===== config.mk =====
export PLATFORM = sky130hd
export DESIGN_NAME = vpd_access_controller_flat
export DESIGN_NICKNAME = d
export VERILOG_FILES = /design/src/rtl/vpd_access_controller_if.sv /design/src/rtl/vpd_access_controller.sv /design/src/flat_wrapper.sv
export SDC_FILE = /design/constraint.sdc
export NUM_CORES = 1
export LEC_CHECK = 0
export ABC_AREA = 1
export BUFFER_PORTS_ARGS = -buffer_cell sky130_fd_sc_hd__buf_4
export CAP_MARGIN = 20
export CORE_ASPECT_RATIO = 1.1
export CORE_MARGIN = 5
export CORE_UTILIZATION = 25
export DETAILED_ROUTE_END_ITERATION = 12
export GPL_TIMING_DRIVEN = 0
export HOLD_SLACK_MARGIN = 0.08
export SYNTH_ARGS = -nofsm -noshare
export SYNTH_HDL_FRONTEND = slang
export SYNTH_SLANG_ARGS = --single-unit
export TNS_END_PERCENT = 100

===== constraint.sdc =====
create_clock -name clk -period 3.78 [get_ports clk]
set_clock_uncertainty 0.15 [all_clocks]
set_input_delay 0.378 -clock clk [delete_from_list [all_inputs] [get_ports clk]]
set_output_delay 0.378 -clock clk [all_outputs]
set_load 0.01 [all_outputs]

===== src/rtl/vpd_access_controller_if.sv =====
// Storage-port bundle between the VPD access controller and the dword-wide VPD backing store.
interface vpd_access_controller_if #(
    parameter int ADDR_WIDTH = 15,
    parameter int DATA_WIDTH = 32
);
    logic                  mem_req;
    logic                  mem_we;
    logic [ADDR_WIDTH-3:0] mem_addr;
    logic [DATA_WIDTH-1:0] mem_wdata;
    logic [DATA_WIDTH-1:0] mem_rdata;
    logic                  mem_ack;

    modport master (
        output mem_req, mem_we, mem_addr, mem_wdata,
        input  mem_rdata, mem_ack
    );

    modport slave (
        input  mem_req, mem_we, mem_addr, mem_wdata,
        output mem_rdata, mem_ack
    );
endinterface


===== src/rtl/vpd_access_controller.sv =====
// PCIe VPD capability sequencer: turns an Address-register write into one store read or write,
// then toggles the F flag to tell software the access has finished (or timed out).
module vpd_access_controller #(
    parameter int ADDR_WIDTH     = 15,
    parameter int DATA_WIDTH     = 32,
    parameter int TIMEOUT_CYCLES = 1024
) (
    input  logic                   clk,
    input  logic                   rst,
    input  logic                   cfg_addr_we,
    input  logic [1:0]             cfg_addr_be,
    input  logic [15:0]            cfg_addr_wdata,
    input  logic                   cfg_data_we,
    input  logic [3:0]             cfg_data_be,
    input  logic [DATA_WIDTH-1:0]  cfg_data_wdata,
    output logic [15:0]            vpd_addr_reg,
    output logic [DATA_WIDTH-1:0]  vpd_data_reg,
    vpd_access_controller_if.master mem,
    output logic                   busy,
    output logic                   timeout_err
);

    localparam int CNT_W = (TIMEOUT_CYCLES > 2) ? $clog2(TIMEOUT_CYCLES) : 1;
    localparam logic [CNT_W-1:0] CNT_LAST = CNT_W'(TIMEOUT_CYCLES - 1);

    typedef enum logic [1:0] {
        IDLE = 2'd0,
        REQ  = 2'd1,
        DONE = 2'd2
    } state_t;

    state_t           state;
    state_t           state_next;
    logic [CNT_W-1:0] cnt;
    logic             mem_we_q;
    logic             addr_accept;
    logic             data_accept;
    logic             rd_complete;
    logic             timeout_hit;

    always_ff @(posedge clk) begin
        if (rst) begin
            state <= IDLE;
        end else begin
            state <= state_next;
        end
    end

    // Only full-width writes are taken, and only while no access is outstanding.
    always_comb begin
        state_next  = state;
        addr_accept = 1'b0;
        data_accept = 1'b0;
        rd_complete = 1'b0;
        timeout_hit = 1'b0;
        case (state)
            IDLE: begin
                addr_accept = cfg_addr_we && (cfg_addr_be == 2'b11);
                data_accept = cfg_data_we && (cfg_data_be == 4'b1111);
                if (addr_accept) begin
                    state_next = REQ;
                end
            end
            REQ: begin
                if (mem.mem_ack) begin
                    rd_complete = !mem_we_q;
                    state_next  = DONE;
                end else if (cnt == CNT_LAST) begin
                    timeout_hit = 1'b1;
                    state_next  = DONE;
                end
            end
            DONE: begin
                state_next = IDLE;
            end
            default: begin
                state_next = IDLE;
            end
        endcase
    end

    always_ff @(posedge clk) begin
        if (rst) begin
            vpd_addr_reg <= '0;
            vpd_data_reg <= '0;
            mem_we_q     <= 1'b0;
            timeout_err  <= 1'b0;
            cnt          <= '0;
        end else begin
            if (data_accept) begin
                vpd_data_reg <= cfg_data_wdata;
            end else if (rd_complete) begin
                vpd_data_reg <= mem.mem_rdata;
            end

            if (addr_accept) begin
                vpd_addr_reg <= cfg_addr_wdata;
                mem_we_q     <= cfg_addr_wdata[15];
                timeout_err  <= 1'b0;
            end else if (timeout_hit) begin
                timeout_err  <= 1'b1;
            end

            // F flips only on leaving DONE, so a reset mid-access never shows a half-finished flag.
            if (state == DONE) begin
                vpd_addr_reg[15] <= ~vpd_addr_reg[15];
            end

            if (state == REQ) begin
                cnt <= cnt + 1'b1;
            end else begin
                cnt <= '0;
            end
        end
    end

    assign busy          = (state != IDLE);
    assign mem.mem_req   = (state == REQ);
    assign mem.mem_we    = mem_we_q;
    assign mem.mem_addr  = vpd_addr_reg[ADDR_WIDTH-1:2];
    assign mem.mem_wdata = vpd_data_reg;

endmodule


===== src/flat_wrapper.sv =====
// flat-port wrapper written by rule: the top's interface ports become plain ports
module vpd_access_controller_flat 
#(
    parameter int ADDR_WIDTH     = 15,
    parameter int DATA_WIDTH     = 32,
    parameter int TIMEOUT_CYCLES = 1024
)
  (clk, rst, cfg_addr_we, cfg_addr_be, cfg_addr_wdata, cfg_data_we, cfg_data_be, cfg_data_wdata, vpd_addr_reg, vpd_data_reg, busy, timeout_err, mem_mem_req, mem_mem_we, mem_mem_addr, mem_mem_wdata, mem_mem_rdata, mem_mem_ack);
  vpd_access_controller_if #(.ADDR_WIDTH(ADDR_WIDTH), .DATA_WIDTH(DATA_WIDTH)) mem_i ();
  input  logic clk;
  input  logic rst;
  input  logic cfg_addr_we;
  input  logic [1:0] cfg_addr_be;
  input  logic [15:0] cfg_addr_wdata;
  input  logic cfg_data_we;
  input  logic [3:0] cfg_data_be;
  input  logic [DATA_WIDTH-1:0] cfg_data_wdata;
  output logic [15:0] vpd_addr_reg;
  output logic [DATA_WIDTH-1:0] vpd_data_reg;
  output logic busy;
  output logic timeout_err;
  output wire logic [$bits(mem_i.mem_req)-1:0] mem_mem_req;
  output wire logic [$bits(mem_i.mem_we)-1:0] mem_mem_we;
  output wire logic [$bits(mem_i.mem_addr)-1:0] mem_mem_addr;
  output wire logic [$bits(mem_i.mem_wdata)-1:0] mem_mem_wdata;
  input wire logic [$bits(mem_i.mem_rdata)-1:0] mem_mem_rdata;
  input wire logic [$bits(mem_i.mem_ack)-1:0] mem_mem_ack;
  assign mem_mem_req = mem_i.mem_req;
  assign mem_mem_we = mem_i.mem_we;
  assign mem_mem_addr = mem_i.mem_addr;
  assign mem_mem_wdata = mem_i.mem_wdata;
  assign mem_i.mem_rdata = mem_mem_rdata;
  assign mem_i.mem_ack = mem_mem_ack;
  vpd_access_controller #(.ADDR_WIDTH(ADDR_WIDTH), .DATA_WIDTH(DATA_WIDTH), .TIMEOUT_CYCLES(TIMEOUT_CYCLES)) u_core (.clk(clk), .rst(rst), .cfg_addr_we(cfg_addr_we), .cfg_addr_be(cfg_addr_be), .cfg_addr_wdata(cfg_addr_wdata), .cfg_data_we(cfg_data_we), .cfg_data_be(cfg_data_be), .cfg_data_wdata(cfg_data_wdata), .vpd_addr_reg(vpd_addr_reg), .vpd_data_reg(vpd_data_reg), .mem(mem_i), .busy(busy), .timeout_err(timeout_err));
endmodule

==> impl_metrics.toml <==
[outcome]
status = "finished clean"

[placed_design]
dp_hpwl_um = 8590
portBuffers = 186
gp_congestion = 0.790
dp.cells = 820

[floorplan]
die_x_um = 121
ios = 188
die_h_um = 132
dieArea_sq_mm = 0.0160
placementRows = 44
core_sq_mm = 0.0133
initial_utilization = 0.255

[clocking]
cts_tree = "yes"
clk_latency_ps = 330
clk_pin_slew_ps = 60
cts_made_buffers = 9
htree_levels = 3
ctsHoldBuffers = 0
cts.sinks = 62
cts-root-buf = "clkbuf_16"
cts_resized = 0
cts.path.max_buffers = 2
post_cts_buffers = 0

[final_layout]
nNetsFinal = 739
antenna_cells = 0
final_util = 0.401
final_cells = 836
post_route_cells_drive_above_1_share = 0.472
largest_reg_flops = 32
areaGrowthSynthToFinish_pct = 57.0

[setup_path]
cp.required_ps = 3250
setup.worst_path.start_class = "flop"
arrival_ps = 1110
criticalPathCategory = "flop to output pin"
cp_max_fo = 3
end_kind = "output pin"

[synthesis]
ys_types = 20
yosys_warnings = 0
async_reset_ff_frac = 0
synth_seq_area_share = 0.366
synthesis.area_sq_mm = 0.00339
synth-seq-cells = 62
dominantRegCellSynth = "dfxtp_1"
netlist_instances = 450
yosys-top-cells-count = "62 x dfxtp_1, 49 x nand2_1, 46 x buf_4"
syn_nets = 542
avgSynthCellArea_sq_um = 7.53
synth.most_common_cell = "dfxtp_1"
synth_top_cell_by_area = "dfxtp_1"
synth_top_area_frac = 0.366
synth_area_leaders = "dfxtp_1 37%, buf_4 10%, nand3b_1 7.3%"
synth-edff-count = 0

[job]
cap_violations = 0

[timing]
slew_headroom = 0.631
setup_violations = 0
finalSetupTns_ps = 0
post-route-min-period_ps = 1640
fmax_mhz = 611
worst_pin_slew_ps = 553
hold_viol_final = 0
rsz0062_at_grt = "no"
final_max_slew_viol_count = 0
fin_crit_sh = 0.433

[grt]
grt_antenna_before_repair = 0
grt_pass1_wl_um = 16900
grt_usage = 0.130
grt_max_degree = 14
grt_pass1_vias = 3590
overflow = 0

[hold_path]
min_path_type = "primary input to flop"

[pwr]
ir_drop_mv = 0.217
powerDensity_mw_per_mm2 = 338
power_leakage_nw = 2.55

[drt]
wl_per_cell_um = 12.8
drc = 0
drt-total-wl_um = 10700
ant_nets = 0
via_count = 3532
drt_pass1_iterations = 4
avgViaCountPerCell = 4.22
first_iter_violations = 135
-- final cells by class --
class,count,area (sq um)
fillers,1381,7950
multi-input cells,269,1470
repair buffers,186,1400
flip-flops and latches,62,1240
plain buffers,70,494
well taps,184,230
clock buffers,9,225
inverters,49,184
clock inverters,7,80.1
-- worst paths after layout --
kind / from / to / slack [ps] / cells after the start
min reg2reg: u_core.cnt[0] / u_core.cnt[0] / 300 / 1
max reg2reg: u_core.state[0] / u_core.mem.mem_wdata[25] / 2260 / 8
max: u_core.state[0] / mem_mem_req / 2140 / 3
min: cfg_addr_wdata[11] / u_core.vpd_addr_reg[11] / 120 / 3
-- power by group --
part / internal (W) / switching, W / total, W / leakage [nW]
combinational: 0.000162 / 0.000121 / 0.000282 / 1.90
sequential: 0.000676 / 0.0000185 / 0.000695 / 0.503
clock: 0.000516 / 0.000305 / 0.000821 / 0.143
-- per-stage QoR --
| stage | hold slack (ps) | cell area [sq um] | total power, W | setup WS, ps |
|---|---|---|---|---|
| 2_1_floorplan | 268 | 3390 | 0.000836 | 2410 |
| 3_3_place_gp | 279 | 5010 | 0.000992 | 2060 |
| 3_5_place_dp | 290 | 5010 | 0.000996 | 2010 |
| 4_1_cts | 109 | 5320 | 0.00183 | 2110 |
| 5_1_grt | 130 | 5320 | 0.00188 | 2090 |
| 6_report | 122 | 5320 | 0.00180 | 2140 |
-- per-layer routing --
| metal | share of wire | routed length (um) | track usage |
|---|---|---|---|
| met1 | 0.43 | 4560 | 0.157 |
| met2 | 0.50 | 5380 | 0.225 |
| met3 | 0.062 | 660 | 0.0245 |
| met4 | 0.012 | 129 | 0.0523 |
| met5 | 0 | 0 | 0 |
-- kinds of logic (layout without fill, tap and decap cells) --
family	after synthesis	count (layout)	share of synthesized area
AND/OR/NAND/NOR	175	175	0.261
flip-flops	62	62	0.366
AO/OA/AOI/OAI	93	93	0.168
buffers and inverters	119	321	0.200
adder cells (fa/ha/maj)	1	1	0.00369
-- layout by cell type (no fill, tap or decap), types with 12 or more instances in the layout --
cell type | netlist | layout
buf_4 | 46 | 232
dfxtp_1 | 62 | 62
nand2_1 | 49 | 49
inv_1 | 43 | 43
nor2_1 | 43 | 43
a21oi_1 | 42 | 42
nand3_1 | 37 | 37
nand3b_1 | 33 | 33
o21ai_2 | 28 | 28
o21ai_0 | 12 | 12
-- critical path: stages, from the launching register on --
cell     delay (ps)
dfxtp_1         320
inv_2            60
nor2_2          230
buf_4           180
Power figures use the tool's default switching activity.
